==> src/rtl/instr_decode_stage_rv_if.sv <==
// Handshake and decoded-field bundle between fetch, the decode stage and register read.
// The slave modport is the decode stage's view; master is the surrounding pipeline's view.
interface instr_decode_stage_rv_if #(
    parameter int XLEN     = 32,
    parameter int PC_WIDTH = 32
);
    // Upstream (fetch) side
    logic                iwFlush;
    logic                iwValid;
    logic                owReady;
    logic [31:0]         iwInstr;
    logic [PC_WIDTH-1:0] iwPc;

    // Downstream (register read) side
    logic                owValid;
    logic                iwReady;
    logic [PC_WIDTH-1:0] owPc;
    logic [6:0]          owOpCode;
    logic [4:0]          owRd;
    logic [2:0]          owFunct3;
    logic [4:0]          owRs1;
    logic [4:0]          owRs2;
    logic [6:0]          owFunct7;
    logic [2:0]          owFormat;
    logic [XLEN-1:0]     owImm;
    logic                owRs1En;
    logic                owRs2En;
    logic                owRdEn;
    logic                owIllegal;

    modport slave (
        input  iwFlush, iwValid, iwInstr, iwPc, iwReady,
        output owReady, owValid, owPc, owOpCode, owRd, owFunct3, owRs1, owRs2,
               owFunct7, owFormat, owImm, owRs1En, owRs2En, owRdEn, owIllegal
    );

    modport master (
        output iwFlush, iwValid, iwInstr, iwPc, iwReady,
        input  owReady, owValid, owPc, owOpCode, owRd, owFunct3, owRs1, owRs2,
               owFunct7, owFormat, owImm, owRs1En, owRs2En, owRdEn, owIllegal
    );
endinterface

==> src/rtl/instr_decode_stage_rv.sv <==
// Registered RV32/RV64 decode stage. Instructions are decoded as they are captured, so
// both the output entry (M) and the skid entry (S) hold decoded fields. The skid entry
// lets owReady be a plain register (!S.valid) while still sustaining one word per cycle.
module instr_decode_stage_rv #(
    parameter int XLEN     = 32,
    parameter int PC_WIDTH = 32
) (
    input  logic                     iwClk,
    input  logic                     iwRst,
    instr_decode_stage_rv_if.slave   bus
);

    typedef enum logic [2:0] {
        FMT_R    = 3'd0,
        FMT_I    = 3'd1,
        FMT_S    = 3'd2,
        FMT_B    = 3'd3,
        FMT_U    = 3'd4,
        FMT_J    = 3'd5,
        FMT_NONE = 3'd7
    } fmt_e;

    typedef struct packed {
        logic [PC_WIDTH-1:0] pc;
        logic [6:0]          opcode;
        logic [4:0]          rd;
        logic [2:0]          funct3;
        logic [4:0]          rs1;
        logic [4:0]          rs2;
        logic [6:0]          funct7;
        fmt_e                fmt;
        logic [XLEN-1:0]     imm;
        logic                rs1_en;
        logic                rs2_en;
        logic                rd_en;
        logic                illegal;
    } entry_t;

    // Full decode of one instruction word into a storable entry.
    function automatic entry_t decode(input logic [31:0] instr, input logic [PC_WIDTH-1:0] pc);
        entry_t             e;
        logic signed [31:0] imm32;
        logic               bad_funct;

        e.pc     = pc;
        e.opcode = instr[6:0];
        e.rd     = instr[11:7];
        e.funct3 = instr[14:12];
        e.rs1    = instr[19:15];
        e.rs2    = instr[24:20];
        e.funct7 = instr[31:25];

        case (instr[6:0])
            7'b0110011:                         e.fmt = FMT_R;
            7'b0111011:                         e.fmt = (XLEN == 64) ? FMT_R : FMT_NONE;
            7'b0011011:                         e.fmt = (XLEN == 64) ? FMT_I : FMT_NONE;
            7'b0010011, 7'b0000011, 7'b1100111,
            7'b1110011, 7'b0001111:             e.fmt = FMT_I;
            7'b0100011:                         e.fmt = FMT_S;
            7'b1100011:                         e.fmt = FMT_B;
            7'b0110111, 7'b0010111:             e.fmt = FMT_U;
            7'b1101111:                         e.fmt = FMT_J;
            default:                            e.fmt = FMT_NONE;
        endcase

        // Build a 32-bit signed immediate; the sized cast below sign-extends it to XLEN.
        case (e.fmt)
            FMT_I:   imm32 = {{20{instr[31]}}, instr[31:20]};
            FMT_S:   imm32 = {{20{instr[31]}}, instr[31:25], instr[11:7]};
            FMT_B:   imm32 = {{19{instr[31]}}, instr[31], instr[7], instr[30:25], instr[11:8], 1'b0};
            FMT_U:   imm32 = {instr[31:12], 12'b0};
            FMT_J:   imm32 = {{11{instr[31]}}, instr[31], instr[19:12], instr[20], instr[30:21], 1'b0};
            default: imm32 = '0;
        endcase
        e.imm = XLEN'(imm32);

        e.rs1_en = (e.fmt == FMT_R) || (e.fmt == FMT_I) || (e.fmt == FMT_S) || (e.fmt == FMT_B);
        e.rs2_en = (e.fmt == FMT_R) || (e.fmt == FMT_S) || (e.fmt == FMT_B);
        e.rd_en  = ((e.fmt == FMT_R) || (e.fmt == FMT_I) || (e.fmt == FMT_U) || (e.fmt == FMT_J))
                   && (instr[11:7] != 5'd0);

        // funct7 checks apply only to register-register ops; alt encoding only for sub/sra.
        bad_funct = (e.fmt == FMT_R) &&
                    (((instr[31:25] != 7'b0000000) && (instr[31:25] != 7'b0100000) &&
                      (instr[31:25] != 7'b0000001)) ||
                     ((instr[31:25] == 7'b0100000) && (instr[14:12] != 3'b000) &&
                      (instr[14:12] != 3'b101)));

        e.illegal = (instr[1:0] != 2'b11) || (e.fmt == FMT_NONE) || bad_funct ||
                    (instr == 32'h0000_0000) || (instr == 32'hFFFF_FFFF);
        return e;
    endfunction

    entry_t m_q, m_d;
    entry_t s_q, s_d;
    logic   m_valid_q, m_valid_d;
    logic   s_valid_q, s_valid_d;
    entry_t in_entry;
    logic   accept;
    logic   fire_out;

    assign in_entry = decode(bus.iwInstr, bus.iwPc);
    assign accept   = bus.iwValid && !s_valid_q;
    assign fire_out = m_valid_q && bus.iwReady;

    // Next-state for the output and skid entries; flush has priority over everything.
    always_comb begin
        // NOTE: every signal written here gets a default first so no path leaves it unassigned (no latch).
        m_d       = m_q;
        s_d       = s_q;
        m_valid_d = m_valid_q;
        s_valid_d = s_valid_q;

        if (bus.iwFlush) begin
            m_d       = '0;
            s_d       = '0;
            m_valid_d = 1'b0;
            s_valid_d = 1'b0;
        end else if (!m_valid_q || fire_out) begin
            if (s_valid_q) begin
                // owReady is low while S holds data, so no input can arrive this cycle.
                m_d       = s_q;
                m_valid_d = 1'b1;
                s_valid_d = 1'b0;
            end else begin
                m_valid_d = accept;
                if (accept) begin
                    m_d = in_entry;
                end
            end
        end else if (accept) begin
            s_d       = in_entry;
            s_valid_d = 1'b1;
        end
    end

    // Entry registers with asynchronous reset to the empty, all-zero state.
    always_ff @(posedge iwClk or posedge iwRst) begin
        if (iwRst) begin
            m_q       <= '0;
            s_q       <= '0;
            m_valid_q <= 1'b0;
            s_valid_q <= 1'b0;
        end else begin
            // NOTE: non-blocking assignments so every register samples pre-edge values.
            m_q       <= m_d;
            s_q       <= s_d;
            m_valid_q <= m_valid_d;
            s_valid_q <= s_valid_d;
        end
    end

    assign bus.owReady   = !s_valid_q;
    assign bus.owValid   = m_valid_q;
    assign bus.owPc      = m_q.pc;
    assign bus.owOpCode  = m_q.opcode;
    assign bus.owRd      = m_q.rd;
    assign bus.owFunct3  = m_q.funct3;
    assign bus.owRs1     = m_q.rs1;
    assign bus.owRs2     = m_q.rs2;
    assign bus.owFunct7  = m_q.funct7;
    assign bus.owFormat  = m_q.fmt;
    assign bus.owImm     = m_q.imm;
    assign bus.owRs1En   = m_q.rs1_en;
    assign bus.owRs2En   = m_q.rs2_en;
    assign bus.owRdEn    = m_q.rd_en;
    assign bus.owIllegal = m_q.illegal;

endmodule
==> src/flat_wrapper.sv <==
// flat-port wrapper written by rule: the top's interface ports become plain ports
module instr_decode_stage_rv_flat 
#(
    parameter int XLEN     = 32,
    parameter int PC_WIDTH = 32
)
  (iwClk, iwRst, bus_iwFlush, bus_iwValid, bus_iwInstr, bus_iwPc, bus_iwReady, bus_owReady, bus_owValid, bus_owPc, bus_owOpCode, bus_owRd, bus_owFunct3, bus_owRs1, bus_owRs2, bus_owFunct7, bus_owFormat, bus_owImm, bus_owRs1En, bus_owRs2En, bus_owRdEn, bus_owIllegal);
  instr_decode_stage_rv_if #(.XLEN(XLEN), .PC_WIDTH(PC_WIDTH)) bus_i ();
  input  logic iwClk;
  input  logic iwRst;
  input wire logic [$bits(bus_i.iwFlush)-1:0] bus_iwFlush;
  input wire logic [$bits(bus_i.iwValid)-1:0] bus_iwValid;
  input wire logic [$bits(bus_i.iwInstr)-1:0] bus_iwInstr;
  input wire logic [$bits(bus_i.iwPc)-1:0] bus_iwPc;
  input wire logic [$bits(bus_i.iwReady)-1:0] bus_iwReady;
  output wire logic [$bits(bus_i.owReady)-1:0] bus_owReady;
  output wire logic [$bits(bus_i.owValid)-1:0] bus_owValid;
  output wire logic [$bits(bus_i.owPc)-1:0] bus_owPc;
  output wire logic [$bits(bus_i.owOpCode)-1:0] bus_owOpCode;
  output wire logic [$bits(bus_i.owRd)-1:0] bus_owRd;
  output wire logic [$bits(bus_i.owFunct3)-1:0] bus_owFunct3;
  output wire logic [$bits(bus_i.owRs1)-1:0] bus_owRs1;
  output wire logic [$bits(bus_i.owRs2)-1:0] bus_owRs2;
  output wire logic [$bits(bus_i.owFunct7)-1:0] bus_owFunct7;
  output wire logic [$bits(bus_i.owFormat)-1:0] bus_owFormat;
  output wire logic [$bits(bus_i.owImm)-1:0] bus_owImm;
  output wire logic [$bits(bus_i.owRs1En)-1:0] bus_owRs1En;
  output wire logic [$bits(bus_i.owRs2En)-1:0] bus_owRs2En;
  output wire logic [$bits(bus_i.owRdEn)-1:0] bus_owRdEn;
  output wire logic [$bits(bus_i.owIllegal)-1:0] bus_owIllegal;
  assign bus_i.iwFlush = bus_iwFlush;
  assign bus_i.iwValid = bus_iwValid;
  assign bus_i.iwInstr = bus_iwInstr;
  assign bus_i.iwPc = bus_iwPc;
  assign bus_i.iwReady = bus_iwReady;
  assign bus_owReady = bus_i.owReady;
  assign bus_owValid = bus_i.owValid;
  assign bus_owPc = bus_i.owPc;
  assign bus_owOpCode = bus_i.owOpCode;
  assign bus_owRd = bus_i.owRd;
  assign bus_owFunct3 = bus_i.owFunct3;
  assign bus_owRs1 = bus_i.owRs1;
  assign bus_owRs2 = bus_i.owRs2;
  assign bus_owFunct7 = bus_i.owFunct7;
  assign bus_owFormat = bus_i.owFormat;
  assign bus_owImm = bus_i.owImm;
  assign bus_owRs1En = bus_i.owRs1En;
  assign bus_owRs2En = bus_i.owRs2En;
  assign bus_owRdEn = bus_i.owRdEn;
  assign bus_owIllegal = bus_i.owIllegal;
  instr_decode_stage_rv #(.XLEN(XLEN), .PC_WIDTH(PC_WIDTH)) u_core (.iwClk(iwClk), .iwRst(iwRst), .bus(bus_i));
endmodule
==> config.mk <==
export PLATFORM = sky130hd
export DESIGN_NAME = instr_decode_stage_rv_flat
export DESIGN_NICKNAME = d
export VERILOG_FILES = /design/src/rtl/instr_decode_stage_rv_if.sv /design/src/rtl/instr_decode_stage_rv.sv /design/src/flat_wrapper.sv
export SDC_FILE = /design/constraint.sdc
export NUM_CORES = 1
export LEC_CHECK = 0
export BUFFER_PORTS_ARGS = -buffer_cell sky130_fd_sc_hd__buf_2
export CORE_MARGIN = 3
export CORE_UTILIZATION = 58
export CTS_BUF_LIST = sky130_fd_sc_hd__clkbuf_2
export DETAILED_ROUTE_END_ITERATION = 10
export PLACE_DENSITY = 0.88
export SLEW_MARGIN = 20
export SYNTH_ARGS = -nofsm -noshare
export SYNTH_HDL_FRONTEND = slang
export SYNTH_SLANG_ARGS = --single-unit
==> constraint.sdc <==
create_clock -name iwClk -period 7.3 [get_ports iwClk]
set_clock_uncertainty 0.1 [all_clocks]
set_input_delay 0.365 -clock iwClk [delete_from_list [all_inputs] [get_ports iwClk]]
set_output_delay 0.365 -clock iwClk [all_outputs]
set_load 0.02 [all_outputs]
==> impl_metrics.xml, run 1 <==
<?xml version="1.0" encoding="UTF-8"?>
<metrics>
  <group name="cts">
    <metric name="cts-root-to-sink-buffers" unit="">3</metric>
    <metric name="clk_transition_reported_paths" unit="ns">0.11</metric>
    <metric name="tritoncts_sink_count" unit="">208</metric>
    <metric name="htree_num_levels" unit="">2</metric>
    <metric name="cts_tree" unit="">built</metric>
    <metric name="later_pin_clock_latency_in_the_skew_report" unit="ns">0.81</metric>
    <metric name="clockRootBuffer" unit="">clkbuf_2</metric>
    <metric name="numCtsBuffers" unit="">50</metric>
  </group>
  <group name="global_routing">
    <metric name="groute.layer.met2.usage" unit="%">47.5</metric>
    <metric name="globalRouteOverflowTotal" unit="">0</metric>
    <metric name="wire_length_of_the_first_global_routing_pass" unit="microns">42700</metric>
    <metric name="globalRouteMet3Util" unit="%">7.02</metric>
    <metric name="via_count_of_the_first_global_routing_pass" unit="">8347</metric>
    <metric name="global_route.peak_usage_layer" unit="">met2</metric>
    <metric name="number_of_antenna_violations_at_the_first_check_in_global_routing" unit="">1</metric>
    <metric name="gr-usage-all-layers" unit="%">29.8</metric>
    <metric name="grt_start_max_net_pins" unit="">152</metric>
    <metric name="globalRouteMet1Util" unit="%">40.0</metric>
  </group>
  <group name="logic_synthesis">
    <metric name="synthMostInstantiatedCell" unit="">dfrtp_1</metric>
    <metric name="synth_compound_gate_area_share" unit="%">24.0</metric>
    <metric name="syn-cell-area" unit="sq um">9200</metric>
    <metric name="synth_xor_area_share" unit="%">0.190</metric>
    <metric name="post_synth_fa_ha_maj_area_fraction" unit="%">0</metric>
    <metric name="synth_cells" unit="">845</metric>
    <metric name="synth_area_per_cell" unit="sq um">10.9</metric>
    <metric name="synth_top_family_by_area" unit="">compound AO/OA/AOI/OAI gates</metric>
    <metric name="sequential_element_share_of_the_synthesized_area" unit="%">56.6</metric>
    <metric name="synth_top_flop_cell" unit="">dfrtp_1</metric>
    <metric name="number_of_enable_flip_flop_cells_after_synthesis" unit="">0</metric>
    <metric name="post_synth_mux_area_share" unit="%">6.86</metric>
    <metric name="area_fraction_in_and_or_nand_and_nor_cells_after_synthesis" unit="%">8.65</metric>
    <metric name="net_count_synth" unit="">914</metric>
    <metric name="most_frequent_cells_after_synthesis" unit="">208 x dfrtp_1, 109 x nand2_1, 104 x o21ai_0, 75 x a22o_1, 63 x mux2i_1</metric>
    <metric name="synthDominantAreaCellType" unit="">dfrtp_1</metric>
    <metric name="synth.top_cells.by_area" unit="">dfrtp_1 57%, a22o_1 7.1%, mux2i_1 6.9%, o21ai_0 5.7%, nand2_1 4.4%</metric>
    <metric name="yosys_register_bits" unit="">208</metric>
    <metric name="synth-async-reset-ratio" unit="%">100</metric>
    <metric name="yosysUniqueCellTypes" unit="">50</metric>
    <metric name="synth_top_area_share" unit="%">56.6</metric>
    <metric name="count_of_synthesis_stage_warnings_from_yosys" unit="">0</metric>
  </group>
  <group name="route">
    <metric name="dr_total_vias" unit="">8150</metric>
    <metric name="drt.antenna.violating_nets" unit="">0</metric>
    <metric name="firstDrtPassIters" unit="">5</metric>
    <metric name="detail_route.wl_per_cell" unit="microns">19.8</metric>
    <metric name="post_detailed_routing_wire_length" unit="microns">26200</metric>
    <metric name="detailedRoute.firstIterationViolations" unit="">763</metric>
    <metric name="vias_per_cell" unit="">6.16</metric>
    <metric name="post-route-drc-count" unit="">0</metric>
  </group>
  <group name="layout">
    <metric name="area.sequential" unit="sq um">5210</metric>
    <metric name="drive_above_1_share" unit="%">24.6</metric>
    <metric name="synthToLayoutAreaGrowth" unit="%">23.2</metric>
    <metric name="post_route_cell_area" unit="sq um">11300</metric>
    <metric name="area_used_by_multi_input_combinational_logic" unit="sq um">3690</metric>
    <metric name="filler_cell_count" unit="">1056</metric>
    <metric name="design.final.nets" unit="">1146</metric>
  </group>
  <group name="power_and_ir_drop">
    <metric name="report.power.total" unit="mW">2.32</metric>
    <metric name="p_per_area" unit="nW/um^2">205</metric>
    <metric name="ir_drop" unit="mV">0.134</metric>
    <metric name="power.static_leakage" unit="nW">5.45</metric>
  </group>
  <group name="worst_hold_path">
    <metric name="startpoint_of_the_most_critical_hold_path" unit="">bus_iwPc[31]</metric>
    <metric name="hold-path-cell-count" unit="">3</metric>
    <metric name="timing.hold.worst_endpoint" unit="">u_core.s_q[102]</metric>
    <metric name="min_path_type" unit="">input pin to flop</metric>
  </group>
  <group name="status">
    <metric name="run_status" unit="">finished, final reports clean</metric>
  </group>
  <group name="worst_setup_path">
    <metric name="reg2reg_depth" unit="">6</metric>
    <metric name="worst_setup_path_start_kind" unit="">flop</metric>
    <metric name="regToRegSetupSlack" unit="ns">3.90</metric>
    <metric name="timing.rr.start" unit="">u_core.s_valid_q</metric>
    <metric name="critical_path.max_fanout" unit="">72</metric>
    <metric name="critical_path_class" unit="">flop to flop</metric>
    <metric name="critical_path.endpoint_type" unit="">flop</metric>
    <metric name="r2r_end" unit="">u_core.bus.owFormat[1]</metric>
    <metric name="crit_path_required_time" unit="ns">7.87</metric>
    <metric name="critical_path_arrival" unit="ns">3.97</metric>
  </group>
  <group name="timing">
    <metric name="setup_viol" unit="">0</metric>
    <metric name="timing_hold_violations_final" unit="">0</metric>
    <metric name="timing.final.ws_setup" unit="ns">3.90</metric>
    <metric name="final_max_slew_viol_count" unit="">0</metric>
    <metric name="hold_slack" unit="ns">0.245</metric>
    <metric name="max_freq" unit="MHz">294</metric>
    <metric name="rsz_0062_raised_after_global_routing" unit="">no</metric>
    <metric name="maxSlewHeadroom" unit="%">40.5</metric>
    <metric name="timing.final.crit_period" unit="ns">3.40</metric>
    <metric name="tightest_slew" unit="ns">0.891</metric>
    <metric name="fin_setup_tns" unit="ns">0</metric>
    <metric name="finalCritPeriodShare" unit="%">46.6</metric>
  </group>
  <group name="placement">
    <metric name="detailedPlacementHpwl" unit="microns">15100</metric>
    <metric name="place_ws" unit="ns">4.01</metric>
    <metric name="placed_cell_area" unit="sq um">10100</metric>
    <metric name="globalplace.congestion" unit="">0.848</metric>
    <metric name="io_buffers" unit="">173</metric>
  </group>
  <group name="floorplanning">
    <metric name="chipWidth" unit="microns">132</metric>
    <metric name="core_area" unit="sq um">15400</metric>
    <metric name="fp.dieArea" unit="sq um">17400</metric>
    <metric name="rows" unit="">45</metric>
    <metric name="initial_core_util" unit="%">59.8</metric>
    <metric name="ioPinCount" unit="">174</metric>
    <metric name="die_height" unit="microns">132</metric>
  </group>
  <group name="run">
    <metric name="drv.max_cap_violation_count" unit="">0</metric>
  </group>
</metrics>
==> kinds of logic after synthesis <==
kind of cell | count (synthesis)
multiplexers | 63
AO/OA/AOI/OAI | 321
buffers and inverters | 79
AND/OR/NAND/NOR | 172
flip-flops | 208
XOR/XNOR | 2
==> critical path, cell delays in order (launching register included) <==
cell and delay, ns:
dfrtp_4 0.80, nor2_1 0.40, nor2_1 0.12, nor2_4 0.69
buf_4 0.76, a22oi_1 0.20, a31oi_1 0.18
==> worst max-delay path by stage <==
stage                     cells past startpoint              from                     end
after CTS                                     6  u_core.s_valid_q  u_core.bus.owFormat[1]
after floorplan                               1             iwRst  u_core.bus.owFormat[0]
final                                         6  u_core.s_valid_q  u_core.bus.owFormat[1]
after detailed placement                      6  u_core.s_valid_q  u_core.bus.owFormat[1]
after global routing                          6  u_core.s_valid_q  u_core.bus.owFormat[1]
after global placement                        6  u_core.s_valid_q  u_core.bus.owFormat[1]
==> power breakdown <==
| part | internal (mW) | switching, mW | leakage [nW] |
|---|---|---|---|
| Sequential | 1.19 | 0.0264 | 2.85 |
| Clock | 0.324 | 0.472 | 0.347 |
| Combinational | 0.109 | 0.198 | 2.26 |
==> area by class of cell <==
class	count	share of cell area (%)
clock inverter	17	1.13
sequential	208	46.0
multi-input combinational	558	32.6
tap	211	2.33
timing repair buffer	254	14.8
inverter	5	0.232
clock buffer	68	3.00
antenna	1	0.0221
==> stage by stage <==
stage               instances  utilization [%]
finish                   1322             73.7
global route             1322             73.7
CTS                      1319             73.4
detailed placement       1165             65.9
global placement         1165             65.9
floorplan                 845                -
==> layout by cell type, fill, tap and decap left out, types with 3 or more instances in the layout <==
cell type        n
a211o_1          3
a211oi_1         9
a21o_1           4
a21oi_1         44
a221o_1         21
a221oi_1        11
a22o_1          75
a22oi_1          4
a31oi_1          5
a32oi_1          3
and2_1           3
and3_1          14
buf_2          173
buf_4            9
clkbuf_2        68
clkinv_1         9
clkinv_2         6
dfrtp_1        207
dlygate4sd3_1   70
inv_1            3
mux2i_1         63
nand2_1        109
nand2b_1         7
nand3_1          3
nor2_1          12
nor3_1           6
o21a_1          15
o21ai_0        104
o21ai_1         11
o31ai_1          3
==> flip-flops by register name, summed over array words and instances, names as in the netlist <==
signal and count:
u_core.bus.owFunct7 7, u_core.bus.owFunct3 3, u_core.s_q 103, u_core.bus.owFormat 3, u_core.bus.owRs2En 1, u_core.bus.owRs2 5
u_core.bus.owRdEn 1, u_core.bus.owIllegal 1, u_core.s_valid_q 1, u_core.bus.owImm 32, u_core.bus.owRs1 5, u_core.bus.owRs1En 1
u_core.bus.owValid 1, u_core.bus.owRd 5, u_core.bus.owPc 32, u_core.bus.owOpCode 7
==> per-layer routing <==
layer,vias up,part of all wire [%],wire length (microns)
met1,4031,41,10700
met5,-,0,0
met2,438,48,12600
met3,70,8.5,2220
li1,3611,-,-
met4,0,2.7,716
==> timing repair <==
action                    4_1_cts  5_1_grt
hold buffers                   69        1
buffers inserted                0        0
resized for setup               0        0
hold endpoints to repair      342        4
(Power assumes the default switching activity.)
==> run 2, diff against run 1 <==
CORE_UTILIZATION = 52   (was 58)
PLACE_DENSITY = 0.84   (was 0.88)
clock period = 2.8 ns   (was 7.3 ns; I/O delays follow)
==> run 2 against run 1 <==
Final area increased by 1.6%. Fmax increased by 32%. Wire length increased by 4.2%. Cell count increased by 2.3%. Global-route usage decreased by 2.2 points. Clock-buffer cell count increased by 9. Clock power increased by 140%. Register-to-register slack got worse by 3.7 ns. Sequential cell count unchanged. Core utilization decreased by 5.8 points. Largest cell class unchanged.
==> impl_metrics.xml, run 2 (same netlist as run 1, synthesis figures left out) <==
<?xml version="1.0" encoding="UTF-8"?>
<metrics>
  <group name="status">
    <metric name="run_status" unit="">finished, final reports clean</metric>
  </group>
  <group name="worst_hold_path">
    <metric name="min_path_type" unit="">input pin to flop</metric>
  </group>
  <group name="layout">
    <metric name="mostFrequentLayoutCell" unit="">dfrtp_1</metric>
    <metric name="layout_common_cells" unit="">207 x dfrtp_1, 173 x buf_2, 109 x nand2_1</metric>
    <metric name="final_cell_utilization_of_the_core" unit="%">67.9</metric>
    <metric name="max_flop_register" unit="">u_core.s_q</metric>
    <metric name="design.final.nets" unit="">1167</metric>
    <metric name="post_route_cell_area" unit="sq um">11500</metric>
    <metric name="drive_above_1_share" unit="%">25.1</metric>
    <metric name="synthToLayoutAreaGrowth" unit="%">25.1</metric>
    <metric name="largest_reg_flops" unit="">103</metric>
  </group>
  <group name="worst_setup_path">
    <metric name="cp_slowest_cell" unit="">dfrtp_4</metric>
    <metric name="critical_path_class" unit="">flop to flop</metric>
    <metric name="critical_path.endpoint_type" unit="">flop</metric>
    <metric name="worst_setup_path_start_kind" unit="">flop</metric>
    <metric name="sequence_of_cells_on_the_critical_path" unit="">nor4b_4 -&gt; buf_4 -&gt; and3_1 -&gt; a221o_1 -&gt; dlygate4sd3_1</metric>
    <metric name="crit_path_required_time" unit="ns">3.43</metric>
    <metric name="critical_path.max_stage_delay" unit="ns">0.62</metric>
    <metric name="critical_path.n_buffers_inverters" unit="">2</metric>
    <metric name="critical_path.max_fanout" unit="">56</metric>
    <metric name="critical_path_arrival" unit="ns">3.21</metric>
    <metric name="crit_family" unit="">buffers and inverters</metric>
  </group>
  <group name="timing">
    <metric name="timing.final.ws_setup" unit="ns">0.218</metric>
    <metric name="maxSlewHeadroom" unit="%">48.7</metric>
    <metric name="finalCritPeriodShare" unit="%">92.2</metric>
    <metric name="tightest_slew" unit="ns">0.770</metric>
    <metric name="timing.final.crit_period" unit="ns">2.58</metric>
    <metric name="timing_hold_violations_final" unit="">0</metric>
    <metric name="setup_viol" unit="">0</metric>
    <metric name="max_freq" unit="MHz">387</metric>
    <metric name="rsz_0062_raised_after_global_routing" unit="">no</metric>
    <metric name="final_max_slew_viol_count" unit="">0</metric>
  </group>
  <group name="placement">
    <metric name="place_ws" unit="ns">0.597</metric>
    <metric name="placed_cell_area" unit="sq um">10300</metric>
    <metric name="globalplace.congestion" unit="">0.848</metric>
    <metric name="io_buffers" unit="">173</metric>
    <metric name="detailedPlacementHpwl" unit="microns">15800</metric>
  </group>
  <group name="cts">
    <metric name="cts-root-to-sink-buffers" unit="">3</metric>
    <metric name="post-cts-setup-buffer-count" unit="">0</metric>
    <metric name="later_pin_clock_latency_in_the_skew_report" unit="ns">0.78</metric>
    <metric name="htree_num_levels" unit="">2</metric>
    <metric name="hold_buffers" unit="">80</metric>
    <metric name="tritoncts_sink_count" unit="">208</metric>
    <metric name="clockRootBuffer" unit="">clkbuf_2</metric>
    <metric name="clk_transition_reported_paths" unit="ns">0.11</metric>
    <metric name="cts_resized" unit="">0</metric>
    <metric name="cts_tree" unit="">built</metric>
    <metric name="numCtsBuffers" unit="">52</metric>
  </group>
  <group name="floorplanning">
    <metric name="die_height" unit="microns">139</metric>
    <metric name="ioPinCount" unit="">174</metric>
    <metric name="rows" unit="">47</metric>
    <metric name="fp.dieArea" unit="sq um">19300</metric>
    <metric name="chipWidth" unit="microns">139</metric>
    <metric name="core_area" unit="sq um">16900</metric>
    <metric name="initial_core_util" unit="%">54.3</metric>
  </group>
  <group name="global_routing">
    <metric name="via_count_of_the_first_global_routing_pass" unit="">8155</metric>
    <metric name="wire_length_of_the_first_global_routing_pass" unit="microns">43900</metric>
    <metric name="gr-usage-all-layers" unit="%">27.6</metric>
    <metric name="globalRouteOverflowTotal" unit="">0</metric>
    <metric name="grt_start_max_net_pins" unit="">104</metric>
    <metric name="number_of_antenna_violations_at_the_first_check_in_global_routing" unit="">1</metric>
  </group>
  <group name="route">
    <metric name="detail_route.wl_per_cell" unit="microns">20.2</metric>
    <metric name="firstDrtPassIters" unit="">6</metric>
    <metric name="post_detailed_routing_wire_length" unit="microns">27300</metric>
    <metric name="drt.antenna.violating_nets" unit="">0</metric>
    <metric name="post-route-drc-count" unit="">0</metric>
    <metric name="dr_total_vias" unit="">8249</metric>
    <metric name="detailedRoute.firstIterationViolations" unit="">822</metric>
    <metric name="vias_per_cell" unit="">6.10</metric>
  </group>
  <group name="power_and_ir_drop">
    <metric name="p_per_area" unit="nW/um^2">517</metric>
    <metric name="ir_drop" unit="mV">0.336</metric>
    <metric name="power.static_leakage" unit="nW">5.55</metric>
    <metric name="report.power.total" unit="mW">5.96</metric>
  </group>
  <group name="run">
    <metric name="drv.max_cap_violation_count" unit="">0</metric>
  </group>
</metrics>
## run 2: cell types whose count changed in the layout (fill, tap and decap cells not counted), moves of 5 or more
cell	previous run	this run
clkbuf_2	68	77
dlygate4sd3_1	70	81
buf_4	9	14
clkinv_2	6	1
buf_12	0	5
## run 2: worst paths after layout
kind	start	to	slack (ns)	cells after the start
worst max-delay path	u_core.s_valid_q	u_core.s_q[7]	0.22	5
worst min-delay path	bus_iwPc[11]	u_core.s_q[82]	0.05	3
worst max register to register	u_core.s_valid_q	u_core.s_q[7]	0.22	5
worst min register to register	u_core.bus.owFormat[2]	u_core.bus.owFormat[2]	0.37	2
max in group asynchronous	iwRst	u_core.bus.owPc[4]	1.25	5
min in group asynchronous	iwRst	u_core.bus.owImm[6]	0.44	4
## run 2: report_power, final
| part | internal (mW) | total (mW) | leakage, nW | switching, mW |
|---|---|---|---|---|
| registers | 3.11 | 3.17 | 2.85 | 0.0683 |
| clock network | 0.723 | 1.95 | 0.335 | 1.22 |
| logic | 0.305 | 0.835 | 2.37 | 0.529 |
| total | 4.13 | 5.96 | 5.55 | 1.82 |
## run 2: layer usage
layer	up-vias	global-route usage (%)	wire length (microns)
met4	0	11.2	926
met3	78	5.52	2260
met5	-	0	0
li1	3644	-	-
met1	4100	38.4	11400
met2	427	42.8	12700
## run 2: worst min-delay path, cell delays in order
cell	delay [ns]
dlygate4sd3_1	0.52
buf_2	0.11
a22o_1	0.12
## run 2: layout make-up
cell class / instances / area [sq um]
fillers: 1267 / 5430
flip-flops and latches: 208 / 5210
multi-input cells: 558 / 3680
repair buffers: 273 / 1880
clock buffers: 77 / 385
well taps: 220 / 275
clock inverters: 10 / 46.3
inverters: 5 / 22.5
diodes: 1 / 2.50
## run 2: through the flow
stage | setup TNS (ns) | hold WS, ns | instances
floorplan | -29.17 | 0.173 | 845
global placement | 0 | 0.125 | 1183
detailed placement | 0 | 0.128 | 1183
CTS | 0 | 0.00115 | 1350
global route | 0 | 0.0295 | 1352
finish | 0 | 0.0467 | 1352
